==> config.mk <==
export PLATFORM = sky130hd
export DESIGN_NAME = rst_sequencer_flat
export DESIGN_NICKNAME = d
export VERILOG_FILES = /design/src/rtl/rst_seq_pkg.sv /design/src/rtl/rst_seq_if.sv /design/src/rtl/rst_seq_sat_cnt.sv /design/src/rtl/rst_sequencer.sv /design/src/flat_wrapper.sv
export SDC_FILE = /design/constraint.sdc
export NUM_CORES = 1
export LEC_CHECK = 0
export CAP_MARGIN = 20
export CORE_ASPECT_RATIO = 2
export CORE_MARGIN = 10
export CORE_UTILIZATION = 31
export DETAILED_ROUTE_END_ITERATION = 12
export PLACE_DENSITY = 0.58
export SETUP_SLACK_MARGIN = 0.2
export SYNTH_ARGS = -nofsm -noshare
export SYNTH_HDL_FRONTEND = slang
export SYNTH_SLANG_ARGS = --single-unit
==> constraint.sdc <==
create_clock -name clock_in -period 3.7 [get_ports clock_in]
set_input_delay 1.11 -clock clock_in [delete_from_list [all_inputs] [get_ports clock_in]]
set_output_delay 1.11 -clock clock_in [all_outputs]
set_load 0.01 [all_outputs]
==> src/rtl/rst_seq_pkg.sv <==
// Shared types and sizing helpers for the PLL-qualified reset sequencer.
// RST_SEQ_LOSS_CNT_EN, when defined, enables the lock-loss event counter.
package rst_seq_pkg;

  typedef enum logic [1:0] {
    WAIT_LOCK = 2'd0,
    STABILIZE = 2'd1,
    RELEASE   = 2'd2,
    RUN       = 2'd3
  } state_e;

  localparam int LOSS_CNT_W = 8;

  // Timer wide enough to hold the larger of the two windows.
  function automatic int cnt_width(input int a, input int b);
    return $clog2(((a > b) ? a : b) + 1);
  endfunction

endpackage

==> src/rtl/rst_seq_if.sv <==
// Lock input and staged reset outputs of rst_sequencer.
// loss_cnt exists only when RST_SEQ_LOSS_CNT_EN is defined.
interface rst_seq_if
  import rst_seq_pkg::*;
#(
  parameter int N_STAGES = 3
) ();

  logic                  pll_locked;
  logic [N_STAGES-1:0]   rst_out;
  logic                  ready;
`ifdef RST_SEQ_LOSS_CNT_EN
  logic [LOSS_CNT_W-1:0] loss_cnt;

  modport master (input pll_locked, output rst_out, output ready, output loss_cnt);
  modport slave  (output pll_locked, input rst_out, input ready, input loss_cnt);
`else
  modport master (input pll_locked, output rst_out, output ready);
  modport slave  (output pll_locked, input rst_out, input ready);
`endif

endinterface

==> src/rtl/rst_seq_sat_cnt.sv <==
// Saturating event counter with synchronous clear; clear wins over increment.
module rst_seq_sat_cnt
  import rst_seq_pkg::*;
(
  input  logic                  clk,
  input  logic                  clr,
  input  logic                  inc,
  output logic [LOSS_CNT_W-1:0] cnt
);

  logic [LOSS_CNT_W-1:0] cnt_q, cnt_d;

  always_comb begin
    cnt_d = cnt_q;
    if (inc && (cnt_q != '1)) cnt_d = cnt_q + LOSS_CNT_W'(1);
  end

  always_ff @(posedge clk) begin
    if (clr) cnt_q <= '0;
    else     cnt_q <= cnt_d;
  end

  assign cnt = cnt_q;

endmodule

==> src/rtl/rst_sequencer.sv <==
// Qualifies PLL lock for a settle window, then releases staged resets in order.
// Define RST_SEQ_LOSS_CNT_EN to add the saturating lock-loss counter.
module rst_sequencer
  import rst_seq_pkg::*;
#(
  parameter int LOCK_STABLE_CYC = 4800,
  parameter int STAGE_GAP_CYC   = 480,
  parameter int N_STAGES        = 3
) (
  input  logic   clock_in,
  input  logic   rst_in,
  rst_seq_if.master bus
);

  localparam int CNT_W = cnt_width(LOCK_STABLE_CYC, STAGE_GAP_CYC);
  localparam int STG_W = $clog2(N_STAGES + 1);

  state_e              state_q, state_d;
  logic [CNT_W-1:0]    cnt_q, cnt_d;
  logic [STG_W-1:0]    stage_q, stage_d;
  logic [N_STAGES-1:0] rst_out_q, rst_out_d;
  logic                ready_q, ready_d;
  logic                loss_ev;

  always_comb begin
    state_d   = state_q;
    cnt_d     = cnt_q;
    stage_d   = stage_q;
    rst_out_d = rst_out_q;
    ready_d   = ready_q;
    loss_ev   = 1'b0;

    case (state_q)
      WAIT_LOCK: begin
        if (bus.pll_locked) begin
          state_d = STABILIZE;
          cnt_d   = CNT_W'(1);
        end
      end
      STABILIZE: begin
        if (cnt_q == CNT_W'(LOCK_STABLE_CYC)) begin
          rst_out_d[0] = 1'b0;
          cnt_d        = '0;
          if (N_STAGES == 1) begin
            state_d = RUN;
            ready_d = 1'b1;
          end else begin
            state_d = RELEASE;
            stage_d = STG_W'(1);
          end
        end else begin
          cnt_d = cnt_q + CNT_W'(1);
        end
      end
      RELEASE: begin
        if (cnt_q == CNT_W'(STAGE_GAP_CYC - 1)) begin
          for (int i = 0; i < N_STAGES; i++)
            if (STG_W'(i) == stage_q) rst_out_d[i] = 1'b0;
          cnt_d   = '0;
          stage_d = stage_q + STG_W'(1);
          if (stage_q == STG_W'(N_STAGES - 1)) begin
            state_d = RUN;
            ready_d = 1'b1;
          end
        end else begin
          cnt_d = cnt_q + CNT_W'(1);
        end
      end
      RUN: ;
      default: state_d = WAIT_LOCK;
    endcase

    // Lock loss anywhere past WAIT_LOCK aborts the whole sequence at once.
    if ((state_q != WAIT_LOCK) && !bus.pll_locked) begin
      state_d   = WAIT_LOCK;
      cnt_d     = '0;
      stage_d   = '0;
      rst_out_d = '1;
      ready_d   = 1'b0;
      loss_ev   = 1'b1;
    end
  end

  always_ff @(posedge clock_in) begin
    if (rst_in) begin
      state_q   <= WAIT_LOCK;
      cnt_q     <= '0;
      stage_q   <= '0;
      rst_out_q <= '1;
      ready_q   <= 1'b0;
    end else begin
      state_q   <= state_d;
      cnt_q     <= cnt_d;
      stage_q   <= stage_d;
      rst_out_q <= rst_out_d;
      ready_q   <= ready_d;
    end
  end

  assign bus.rst_out = rst_out_q;
  assign bus.ready   = ready_q;

`ifdef RST_SEQ_LOSS_CNT_EN
  rst_seq_sat_cnt u_loss_cnt (
    .clk (clock_in),
    .clr (rst_in),
    .inc (loss_ev),
    .cnt (bus.loss_cnt)
  );
`else
  logic unused_loss_ev;
  assign unused_loss_ev = loss_ev;
`endif

endmodule

==> src/flat_wrapper.sv <==
// flat-port wrapper written by rule: the top's interface ports become plain ports
module rst_sequencer_flat import rst_seq_pkg::*;
#(
  parameter int LOCK_STABLE_CYC = 4800,
  parameter int STAGE_GAP_CYC   = 480,
  parameter int N_STAGES        = 3
)
  (clock_in, rst_in, bus_pll_locked, bus_rst_out, bus_ready);
  rst_seq_if #(.N_STAGES(N_STAGES)) bus_i ();
  input  logic clock_in;
  input  logic rst_in;
  input wire logic [$bits(bus_i.pll_locked)-1:0] bus_pll_locked;
  output wire logic [$bits(bus_i.rst_out)-1:0] bus_rst_out;
  output wire logic [$bits(bus_i.ready)-1:0] bus_ready;
  assign bus_i.pll_locked = bus_pll_locked;
  assign bus_rst_out = bus_i.rst_out;
  assign bus_ready = bus_i.ready;
  rst_sequencer #(.LOCK_STABLE_CYC(LOCK_STABLE_CYC), .STAGE_GAP_CYC(STAGE_GAP_CYC), .N_STAGES(N_STAGES)) u_core (.clock_in(clock_in), .rst_in(rst_in), .bus(bus_i));
endmodule
# Word-level counts from Yosys, hierarchy flattened
# Cells that the tools add are included.
dict set report word_totals {
  input_bits 3
  regBits 21
  out_inout_bits 4
  wordCells 52
}
dict set report classes {
  n_reduce_logical 15
  muxes 16
  add_sub_neg 2
  eq_ne 12
}
# op n
set op_table {}
lappend op_table {{$mux W13} 3}
lappend op_table {{$pmux W13 S3} 1}
lappend op_table {{$add A13 B1 Y13 const B} 1}
lappend op_table {{$eq A13 B13 Y1 const B} 1}
lappend op_table {{$eq A13 B9 Y1 const B} 1}
lappend op_table {{$mux W2} 6}
lappend op_table {{$reduce_and A3 Y1} 4}
lappend op_table {{$ne A2 B1 Y1 const B} 4}
lappend op_table {{$pmux W2 S3} 1}
lappend op_table {{$reduce_and A5 Y1} 1}
lappend op_table {{$eq A2 B2 Y1 const B} 2}
lappend op_table {{$logic_not A2 Y1} 2}
lappend op_table {{$pmux W2 S2} 1}
lappend op_table {{$reduce_and A4 Y1} 1}
lappend op_table {{$reduce_bool A2 Y1} 2}
lappend op_table {{$mux W1} 3}
lappend op_table {{$reduce_bool A3 Y1} 1}
lappend op_table {{$add A2 B1 Y2 const B} 1}
lappend op_table {{$eq A1 B2 Y1 const A} 1}
lappend op_table {{$eq A2 B1 Y1 const B} 1}
lappend op_table {{$eq A2 B2 Y1 const A} 1}
lappend op_table {{$ne A2 B2 Y1 const B} 1}
lappend op_table {{$pmux W1 S2} 1}
lappend op_table {{$reduce_and A2 Y1} 1}
lappend op_table {{3 further kinds} 3}

# Longest topological paths before layout
dict set report logic_depth {
  ltp_word 4
  depth_mapped 8
  mapped_depth_nobuf 7
}

# Worst setup path after synthesis
# No wires, ideal clock.
dict set report synth_path {
  path_kind {input port to flip-flop}
  from {input port bus_pll_locked}
  to {register u_core.state_q[0]}
  t_required_ns 3.577
  setup_time_ns 0.123
  path_buffers 1
  arrival_time_ns 2.123
  stages 5
  slack_ns 1.454
  cell_sequence {nor2b_1 or2_2 clkbuf_1 nor3_4 mux2_1}
}
dict set report synth_between {
  elab_chain_len 3
  elab_cells_between_ends 5
  classes_between {eq/ne (1); reduce/logical (4)}
}
# item line_no
set synth_lines {}
lappend synth_lines {{start, declared} flat_wrapper.sv:12} ;# input wire logic [$bits(bus_i.pll_locked)-1:0] bus_pll_locked;
lappend synth_lines {{parallel branches: the longest is 3 deep, another holds $reduce_and A5 Y1} --}
lappend synth_lines {{end signal, assigned} rst_sequencer.sv:92} ;# state_q <= state_d;
lappend synth_lines {{end, declared} rst_sequencer.sv:18} ;# state_e state_q, state_d;
# Several ways; the timed one is not identified.
# A chain may end at the register's enable or synchronous reset.

# Worst setup path after layout
dict set report layout_path {
  from {input port bus_pll_locked}
  to {register u_core.cnt_q[10]}
}
dict set report layout_between {
  elab_chain_len 3
  elab_cells_between_ends 5
  classes_between {eq/ne (1); reduce/logical (4)}
}
# item line_no
set layout_lines {}
lappend layout_lines {{$logic_not A1 Y1} rst_sequencer.sv:74} ;# if ((state_q != WAIT_LOCK) && !bus.pll_locked) begin
lappend layout_lines {{$logic_and A1 B1 Y1} rst_sequencer.sv:74}
lappend layout_lines {{$reduce_or A2 Y1 (no line)} --}
lappend layout_lines {{end signal, assigned} rst_sequencer.sv:93} ;# cnt_q <= cnt_d;
lappend layout_lines {{end, declared} rst_sequencer.sv:19} ;# logic [CNT_W-1:0] cnt_q, cnt_d;
# Parallel ways exist; a longest one is shown, timed or not.

==> flow_summary_export.csv <==
group,metric,value,unit
floorplan,rows,31,
critical_path,start_kind,"primary input",
cts,clockBufferDepth,2,
synth,synth-compound-area-share,0.154,
synth,yosys.area_share.simple,0.271,
floorplan,io_pins,7,
power,swShare,0.400,
sta,setup_viol,0,
critical_path,required,3.89,ns
synth,synth_warnings,0,
global_route,grt_pass1_wl,5030,µm
synth,synth-main-ff-cell,"dfxtp_1",
floorplan,design.die.area,6890,µm²
route,via_per_inst,5.21,
cts,cts.sinks,21,
cts,numCtsBuffers,3,
synth,yosysTopAreaCell,"dfxtp_1",
critical_path,critPathBufInv,1,
route,first_iter_violations,44,
cells_and_area,fin_nets,160,
power,power_density,532,nW/µm²
power,vdd.ir_drop.worst,0.000323,V
cells_and_area,diodes,0,
sta,timing.fmax,0.390,GHz
sta,relSlewSlack,0.559,
sta,tightest_slew,0.662,ns
place,hpwl,2220,µm
power,power.share.clock,0.210,
synth,synth_top_family_by_area,"simple AND/OR/NAND/NOR gates",
synth,syn_inst,139,
floorplan,die_width,63.9,µm
cts,cts-hold-fix-buffers,0,
sta,final.setup.tns,0,ns
cells_and_area,syn_to_final_growth,13.0,%
global_route,grtUsageTotal,0.0894,
cts,ctsResizeCount,0,
global_route,grt_pass1_vias,1102,
route,wl_met1,1060,µm
power,power.switching,0.287,mW
place,dpl_cell_area,1310,µm²
power,leakagePower,0.472,nW
route,ant_nets,0,
cells_and_area,drive_gt1_frac,0.0753,
route,routedWlPerCell,14.4,µm
route,maxUsedRoutingLayer,"met4",
run_status,status,"finished clean",
global_route,overflow,0,
critical_path,worstPathCellList,"clkdlybuf4s50_1 > nor2b_1 > or2_2 > nor3_2 > nand3_1 > a31oi_1",
critical_path,crit_path_max_fanout,7,
job,drv_cap,0,
synth,synth_fa_ha_area_frac,0.105,
critical_path,endpoint_kind,"register",
worst_hold_path,hp-class,"reg -> reg",
synth,synth_cell_types,38,
synth,synth.cell_area,1200,µm²
critical_path,worst-setup-path-type,"in -> reg",
synth,yosysSeqAreaShare,0.351,
synth,syn_avg_cell_area,8.61,µm²
floorplan,die_h,108,µm
floorplan,start_util,0.325,
cts,cts_setup_buffers,0,
synth,synth-seq-cells,21,
cells_and_area,design_area,1350,µm²
cts,clkLatencyLatePin,0.26,ns
route,wl_met2,1630,µm
cts,htree_levels,1,
critical_path,critical-path-max-stage-delay,0.48,ns
global_route,antenna_found_initial,0,
synth,synth_top_area_frac,0.351,
synth,synthArstFlopShare,0,
floorplan,core,3680,µm²
cells_and_area,final_common_cell,"dfxtp_1",
route,drc,0,
sta,finalMaxSlewViolations,0,
synth,syn-num-nets,152,
route,met3_length,78,µm
place,gp_congestion,0.889,
cts,cts_tree,"yes",
cts,cts_root_buffer,"clkbuf_8",
power,p_int,0.431,mW
route,wl,2810,µm
synth,synthMuxAreaShare,0.0262,
sta,hold_viol,0,
synth,ys_top_cells_by_area,"dfxtp_1 (35%), ha_1 (10%), nor2_1 (5.0%), nand2_1 (4.7%), xor2_1 (3.7%)",
sta,fin_worst_skew,0.00170,ns
critical_path,slowest_stage,"clkdlybuf4s50_1",
sta,fin_crit,2.57,ns
sta,rsz0062_at_grt,"false",
power,power_frac_seq,0.379,
place,io_buffers,6,
cts,clk_pin_slew,0.08,ns
power,pwr-share-comb,0.412,
synth,synth-xor-area-share,0.0513,
synth,synth-edff-count,0,
route,firstDrtPassIters,4,
cells_and_area,most-common-layout-cells,"dfxtp_1 (21), nor2_1 (16), nand2_1 (15)",
critical_path,crit_family,"simple AND/OR/NAND/NOR gates",
route,via_count,1015,
critical_path,cp.arrival,2.76,ns
sta,period_share,0.693,
global_route,grt_start_max_net_pins,15,
## flip-flops by register name, indices dropped and copies added, names as in the netlist
signal              count
u_core.cnt_q           13
u_core.bus.rst_out      3
u_core.stage_q          2
u_core.state_q          2
u_core.bus.ready        1
## layer usage
metal  global-route usage  up-vias
met5                    0        -
li1                     -      503
met2                0.176       13
met1               0.0817      495
met4               0.0487        0
met3               0.0156        4
## cell usage after synthesis, types with 2 or more instances
master and number:
dfxtp_1 21, nor2_1 16, nand2_1 15, ha_1 10, inv_1 10, nand3_1 7
nand4_1 6, a21oi_1 5, a31oi_1 5, xor2_1 5, o21ai_0 3, a21o_1 2
and3_1 2, mux2i_1 2, nand4bb_1 2, nor3_1 2, nor4_1 2, or2_2 2
or3b_1 2, xnor2_1 2
## path summary, 6_finish.rpt
check                           startpoint                              to  slack, ns  depth (start not counted)
max                         bus_pll_locked   u_core.cnt_q[10]$_SDFFE_PP0P_       1.13                          6
min          u_core.bus.ready$_SDFFE_PP0P_   u_core.bus.ready$_SDFFE_PP0P_       0.45                          2
max reg2reg   u_core.cnt_q[0]$_SDFFE_PP0P_  u_core.state_q[0]$_SDFFE_PP0P_       1.47                          6
min reg2reg  u_core.bus.ready$_SDFFE_PP0P_   u_core.bus.ready$_SDFFE_PP0P_       0.45                          2
## power groups by stage
stage | Clock, mW | Combinational [mW] | Sequential, mW
floorplan | 0 | 0.227 | 0.275
global placement | 0 | 0.286 | 0.275
detailed placement | 0 | 0.295 | 0.278
CTS | 0.154 | 0.297 | 0.272
global route | 0.162 | 0.340 | 0.275
finish | 0.151 | 0.296 | 0.272
## worst min-delay path, delay by kind of cell, from the launching register on
kind,cells,cell delay [ns]
flops,1,0.31
buf+inv,1,0.05
compound gates,1,0.05
## final cells by class
| type | count | area, µm² |
|---|---|---|
| timing repair buffer | 6 | 60.1 |
| sequential | 21 | 420 |
| clock inverter | 1 | 5.00 |
| tap | 49 | 61.3 |
| clock buffer | 3 | 41.3 |
| multi-input combinational | 105 | 726 |
| fill | 386 | 2330 |
| inverter | 10 | 37.5 |
## cell families (layout without fill, tap and decap cells)
group / count (synthesis) / count (layout)
compound gates: 24 / 24
xor+xnor: 7 / 7
fa+ha+maj: 10 / 10
buf+inv: 13 / 20
flops: 21 / 21
mux: 3 / 3
simple gates: 61 / 61
## through the flow
stage	worst slack (ns)	cells	utilization	hold slack, ns	total power [mW]
after floorplan	1.45	139	-	0.448	0.501
final	1.13	195	0.367	0.449	0.719
after detailed placement	0.854	191	0.354	0.441	0.573
after global routing	0.953	195	0.367	0.484	0.778
after CTS	1.12	195	0.367	0.456	0.723
after global placement	0.875	191	0.354	0.436	0.561
Power figures use the tool's default switching activity.
